--- src/rtl/alu_cmd_issuer.sv ---
`default_nettype none
// ============================================================================
// Module      : alu_cmd_issuer
// Description : Initiator side of the 4-bit ALU interface. Commands {a,b,op}
//               arrive on a valid/ready port and are buffered in a FIFO. One
//               command at a time is driven onto the combinational ALU through
//               registered alu_a/alu_b/alu_op, the ALU result and flags are
//               captured one cycle later, and responses leave in acceptance
//               order on a valid/ready response port.
// Ports       : clk, rst_n (async, active low)
//               cmd_valid/cmd_ready/cmd_a/cmd_b/cmd_op   - command input
//               alu_a/alu_b/alu_op                       - to ALU
//               alu_result/alu_zero/alu_c_out/alu_of     - from ALU
//               rsp_valid/rsp_ready/rsp_result/rsp_flags/rsp_op/rsp_mismatch
//               fifo_count, busy                         - status
// Options     : ALU_CMD_SELFCHK_EN - when defined, an internal reference
//               model flags ALU results that disagree with it (rsp_mismatch).
// Revision    : 1.0 - initial release
// ============================================================================
module alu_cmd_issuer #(
  parameter int FIFO_DEPTH = 4,
  parameter int PTR_W      = 2
) (
  input  logic             clk,
  input  logic             rst_n,
  input  logic             cmd_valid,
  output logic             cmd_ready,
  input  logic [3:0]       cmd_a,
  input  logic [3:0]       cmd_b,
  input  logic [2:0]       cmd_op,
  output logic [3:0]       alu_a,
  output logic [3:0]       alu_b,
  output logic [2:0]       alu_op,
  input  logic [3:0]       alu_result,
  input  logic             alu_zero,
  input  logic             alu_c_out,
  input  logic             alu_of,
  output logic             rsp_valid,
  input  logic             rsp_ready,
  output logic [3:0]       rsp_result,
  output logic [2:0]       rsp_flags,
  output logic [2:0]       rsp_op,
  output logic             rsp_mismatch,
  output logic [PTR_W:0]   fifo_count,
  output logic             busy
);

  localparam logic [1:0]       C_IDLE    = 2'd0;
  localparam logic [1:0]       C_ISSUE   = 2'd1;
  localparam logic [1:0]       C_RESP    = 2'd2;
  localparam int               C_ENTRY_W = 11;
  localparam logic [PTR_W:0]   C_FULL    = (PTR_W+1)'(FIFO_DEPTH);
  localparam logic [PTR_W:0]   C_CNT_ONE = (PTR_W+1)'(1);
  localparam logic [PTR_W-1:0] C_PTR_ONE = PTR_W'(1);

  logic [C_ENTRY_W-1:0] r_mem [FIFO_DEPTH];
  logic [PTR_W-1:0]     r_wr_ptr;
  logic [PTR_W-1:0]     r_rd_ptr;
  logic [PTR_W:0]       r_count;
  logic [1:0]           r_state;
  logic [3:0]           r_alu_a;
  logic [3:0]           r_alu_b;
  logic [2:0]           r_alu_op;
  logic                 r_rsp_valid;
  logic [3:0]           r_rsp_result;
  logic [2:0]           r_rsp_flags;
  logic [2:0]           r_rsp_op;

  logic                 w_full;
  logic                 w_not_empty;
  logic                 w_push;
  logic                 w_pop;
  logic                 w_rsp_hs;
  logic [C_ENTRY_W-1:0] w_head;

  // cmd_ready depends only on the registered count: a pop in the same cycle
  // does not open a slot for the incoming command.
  assign w_full      = (r_count == C_FULL);
  assign w_not_empty = (r_count != '0);
  assign w_push      = cmd_valid && !w_full;
  assign w_rsp_hs    = r_rsp_valid && rsp_ready;
  // The only pops are the FSM load steps: from IDLE, or straight out of RESP
  // on the response handshake so back-to-back commands cost two cycles each.
  assign w_pop       = w_not_empty &&
                       ((r_state == C_IDLE) || ((r_state == C_RESP) && w_rsp_hs));
  assign w_head      = r_mem[r_rd_ptr];

  // FIFO storage needs no reset: an entry is only read after being written.
  always_ff @(posedge clk) begin
    if (w_push) begin
      r_mem[r_wr_ptr] <= {cmd_a, cmd_b, cmd_op};
    end
  end

  always_ff @(posedge clk or negedge rst_n) begin
    if (!rst_n) begin
      r_wr_ptr <= '0;
      r_rd_ptr <= '0;
      r_count  <= '0;
    end else begin
      if (w_push) r_wr_ptr <= r_wr_ptr + C_PTR_ONE;
      if (w_pop)  r_rd_ptr <= r_rd_ptr + C_PTR_ONE;
      if (w_push && !w_pop) begin
        r_count <= r_count + C_CNT_ONE;
      end else if (w_pop && !w_push) begin
        r_count <= r_count - C_CNT_ONE;
      end
    end
  end

  always_ff @(posedge clk or negedge rst_n) begin
    if (!rst_n) begin
      r_state      <= C_IDLE;
      r_alu_a      <= '0;
      r_alu_b      <= '0;
      r_alu_op     <= '0;
      r_rsp_valid  <= 1'b0;
      r_rsp_result <= '0;
      r_rsp_flags  <= '0;
      r_rsp_op     <= '0;
    end else begin
      case (r_state)
        C_IDLE: begin
          if (w_not_empty) r_state <= C_ISSUE;
        end
        C_ISSUE: begin
          // ALU inputs have been stable for a full cycle; sample its outputs.
          r_rsp_valid  <= 1'b1;
          r_rsp_result <= alu_result;
          r_rsp_flags  <= {alu_of, alu_c_out, alu_zero};
          r_rsp_op     <= r_alu_op;
          r_state      <= C_RESP;
        end
        C_RESP: begin
          if (w_rsp_hs) begin
            r_rsp_valid <= 1'b0;
            r_state     <= w_not_empty ? C_ISSUE : C_IDLE;
          end
        end
        default: r_state <= C_IDLE;
      endcase
      // ALU operand registers change only on a pop and otherwise hold the
      // last command.
      if (w_pop) begin
        {r_alu_a, r_alu_b, r_alu_op} <= w_head;
      end
    end
  end

`ifdef ALU_CMD_SELFCHK_EN
  logic [3:0] w_expected;
  logic       r_mismatch;

  always_comb begin
    w_expected = '0;
    case (r_alu_op)
      3'b000: w_expected = r_alu_a + r_alu_b;
      3'b001: w_expected = r_alu_a - r_alu_b;
      3'b010: w_expected = ~r_alu_a;
      3'b011: w_expected = r_alu_a & r_alu_b;
      3'b100: w_expected = r_alu_a | r_alu_b;
      3'b101: w_expected = r_alu_a ^ r_alu_b;
      3'b110: w_expected = {3'b000, ($signed(r_alu_a) < $signed(r_alu_b))};
      3'b111: w_expected = {3'b000, (r_alu_a == r_alu_b)};
    endcase
  end

  // Captured alongside rsp_result and held with the response.
  always_ff @(posedge clk or negedge rst_n) begin
    if (!rst_n) begin
      r_mismatch <= 1'b0;
    end else if (r_state == C_ISSUE) begin
      r_mismatch <= (alu_result != w_expected);
    end else if ((r_state == C_RESP) && w_rsp_hs) begin
      r_mismatch <= 1'b0;
    end
  end

  assign rsp_mismatch = r_mismatch;
`else
  assign rsp_mismatch = 1'b0;
`endif

  assign cmd_ready  = !w_full;
  assign alu_a      = r_alu_a;
  assign alu_b      = r_alu_b;
  assign alu_op     = r_alu_op;
  assign rsp_valid  = r_rsp_valid;
  assign rsp_result = r_rsp_result;
  assign rsp_flags  = r_rsp_flags;
  assign rsp_op     = r_rsp_op;
  assign fifo_count = r_count;
  assign busy       = (r_state != C_IDLE) || w_not_empty;

endmodule
`default_nettype wire

--- config.mk ---
export PLATFORM = sky130hd
export DESIGN_NAME = alu_cmd_issuer
export DESIGN_NICKNAME = d
export VERILOG_FILES = /design/src/rtl/alu_cmd_issuer.sv
export SDC_FILE = /design/constraint.sdc
export NUM_CORES = 1
export LEC_CHECK = 0
export CORE_UTILIZATION = 47
export DETAILED_ROUTE_END_ITERATION = 10
export HOLD_SLACK_MARGIN = 0.02
export PLACE_DENSITY = 0.72
export SETUP_SLACK_MARGIN = 0.2
export SLEW_MARGIN = 20
export SYNTH_ARGS = -nofsm -noshare
export SYNTH_HDL_FRONTEND = slang
export SYNTH_SLANG_ARGS = --single-unit
--- constraint.sdc ---
create_clock -name clk -period 2.1 [get_ports clk]
set_input_delay 0.42 -clock clk [delete_from_list [all_inputs] [get_ports clk]]
set_output_delay 0.42 -clock clk [all_outputs]
set_load 0.05 [all_outputs]
==> summary.txt <==
Outcome
  • Outcome: finished clean

Logic synthesis
  • Syn_area_per_cell: 19.55 um2
  • Synth area leaders: edfxtp_1, dfrtp_1, mux4_2
  • Top cell type's share of synthesized area: 0.4446
  • Post-Syn Area: 2972 um2
  • Ys Warns: 0
  • Synthesized Nets: 180
  • Seq/Total Area, Yosys: 0.7057
  • Biggest area consumer among synthesized cells: edfxtp_1
  • Cells after Synth: 152
  • Yosys reg bits: 75
  • Post-synthesis cell type count: 26

Final layout
  • P&R area growth vs syn: 31.71%
  • Layout cells sized above 1: 0.3421
  • Final net count: 251
  • Non-Filler Instances: 303
  • Diodes inserted: 0

Power and ir drop
  • PwrDens: 1722 nW/um2
  • Clock power share: 0.177
  • IR Drop Worst-Case VDD: 0.9857 mV
  • Total power: 6.741 mW
  • Flop pwr share: 0.357
  • Combinational Power Share: 0.466
  • Int Pwr: 4.137 mW
  • Switching Fraction: 0.3863
  • Lkg Pwr: 1.560 nW
  • Sw power: 2.604 mW

Global route
  • Largest net degree at the start of global routing: 32
  • Grt total ovfl: 0
  • Global-route wire length before repair: 7.741 mm
  • Antenna violations before repair: 0
  • Number of global-route vias before repair: 1583
  • Total Routing Usage GR: 0.1699

Timing
  • RSZ-0062 raised after global routing: yes
  • Clk_skew: 0.007796 ns
  • Setup_tns: 0 ns
  • Tcrit/Tclk final: 0.8923
  • Final setup vio count: 0
  • Final worst setup slack: 0.2262 ns
  • Fin crit period: 1.874 ns
  • Fmax: 533.7 MHz
  • Max-slew violation count: 0
  • Final hold viol count: 0
  • Worst-margin pin slew: 0.5418 ns
  • Hold Worst Slack: 0.4702 ns
  • Slew HR: 0.6388

Floorplanning
  • Chip height: 81.52 um
  • Io pins: 50
  • Die W: 81.52 um
  • Initial core utilization: 0.4931
  • # rows: 28
  • Core area: 6026 um2
  • Die Area: 6645 um2

Critical path
  • WS Path Type: flip-flop to output pin
  • Crit path DAT: 1.45 ns
  • Nature of the critical path endpoint: output pin
  • Critical path required time: 1.68 ns
  • Worst setup SP type: flip-flop
  • Peak fanout along the critical path: 3

Detailed routing
  • Routed length per instance: 16.53 um
  • Vias post-DR: 1521
  • WL final: 5.009 mm
  • Post-route ant nets: 0
  • TritonRoute pass-1 iters: 4
  • Residual DRC: 0
  • Initial drt markers: 34
  • Drt via density: 5.020

Flow run
  • Max Cap Viol: 0

Clocking
  • CTS Buf Count: 9
  • CTS tree: built
  • Htree depth: 3
  • Hold buffer count at CTS: 0
  • # clock sinks: 75
  • Worst-Skew Late Latency: 0.34 ns
  • Longest Clk Path Bufs: 2
  • Clk slew on worst S/H paths: 0.08 ns
  • CTS root buffer: clkbuf_8

Placement
  • Placed Instances: 280
  • GPL Wtd Cong: 0.7164
  • Pre-CTS WS: -0.2432 ns
  • Dpl hpwl: 3.425 mm
  • Port Buf Inserts: 48

Min path
  • Hold WC Path Type: input pin to asynchronous set/reset pin
final timing paths:
kind	start	endpoint	slack, ns	cells after the start
worst max-delay path	fifo_count[0]	busy	0.23	4
worst min-delay path	rst_n	rsp_flags[2]	0.47	2
worst max register to register	r_state[1]	fifo_count[1]	0.24	7
worst min register to register	r_state[1]	rsp_valid	0.50	1
max in group asynchronous	rst_n	fifo_count[0]	1.31	2
min in group clk	r_state[1]	rsp_valid	0.50	1
layout make-up:
type | count | area [um2]
timing repair buffer | 65 | 618.1
tap | 75 | 93.84
clock buffer | 13 | 212.7
clock inverter | 3 | 22.52
fill | 408 | 2112
sequential | 75 | 2102
inverter | 6 | 22.52
multi-input combinational | 66 | 842.1
what timing repair did:
| item | 4_1_cts | 5_1_grt |
|---|---|---|
| resized for setup | 28 | 2 |
| setup buffers | 4 | 3 |
| pin swaps | 3 | 1 |
| setup endpoints to repair | 28 | 4 |
per-stage QoR:
step / utilization / cell area [um2]
floorplan: - / 3003
global placement: 0.6076 / 3661
detailed placement: 0.6076 / 3661
CTS: 0.6464 / 3895
global route: 0.6495 / 3914
finish: 0.6495 / 3914
cell usage in the layout, fill, tap and decap left out, drive strengths merged, types with 5 or more instances in the layout:
cell / n
mux4: 11
nor2: 5
edfxtp: 44
inv: 6
clkdlybuf4s50: 20
buf: 18
ha: 5
dlygate4sd2: 26
clkbuf: 14
dfrtp: 31
mux2: 23
registers in the layout (all words and copies together) (netlist names):
name	cells
rsp_valid	1
alu_b	4
alu_op	3
r_wr_ptr	2
alu_a	4
r_mem	44
rsp_result	4
fifo_count	3
r_state	2
rsp_op	3
r_rd_ptr	2
rsp_flags	3
power groups by stage:
stage | logic (mW) | registers (mW) | clock network, mW
6_report | 3.14 | 2.41 | 1.19
5_1_grt | 3.34 | 2.46 | 1.28
4_1_cts | 3.13 | 2.42 | 1.22
3_5_place_dp | 3.24 | 2.47 | 0
3_3_place_gp | 3.13 | 2.43 | 0
2_1_floorplan | 1.42 | 3.24 | 0
per-layer routing:
layer | up-vias | GRT usage | wire length (um)
met2 | 45 | 0.2917 | 2660
met5 | - | 0 | 0
met3 | 7 | 0.03444 | 253
met4 | 0 | 0.09107 | 68
li1 | 714 | - | -
met1 | 755 | 0.2009 | 2026
cells in the mapped netlist:
master	count
a21boi_2	2
a21o_1	1
a21oi_1	1
and2_1	4
buf_2	1
buf_4	1
buf_6	2
clkbuf_1	1
conb_1	1
dfrtp_1	31
edfxtp_1	44
fa_1	1
ha_1	5
inv_1	6
mux2_2	15
mux2_4	8
mux4_1	3
mux4_2	8
nand2_1	2
nor2_1	5
nor3_2	1
nor3_4	1
nor4b_1	1
o21ai_0	1
xnor2_1	2
xor2_1	4
kinds of logic (layout without fill, tap and decap cells):
group	Yosys count	in the layout	synth area share
flip-flops	75	75	0.7057
multiplexers	34	34	0.1844
AND/OR/NAND/NOR	14	14	0.02906
buffers and inverters	11	87	0.02063
adder cells (fa/ha/maj)	6	6	0.02779
XOR/XNOR	6	6	0.01768
AO/OA/AOI/OAI	5	5	0.01347
other	1	1	0.001262
critical path, cell delays in order (launching register included):
cell	delay, ns
dfrtp_2	0.44
nor3_4	0.26
buf_4	0.17
nand2_1	0.06
buf_4	0.19
Power figures use the tool's default switching activity.
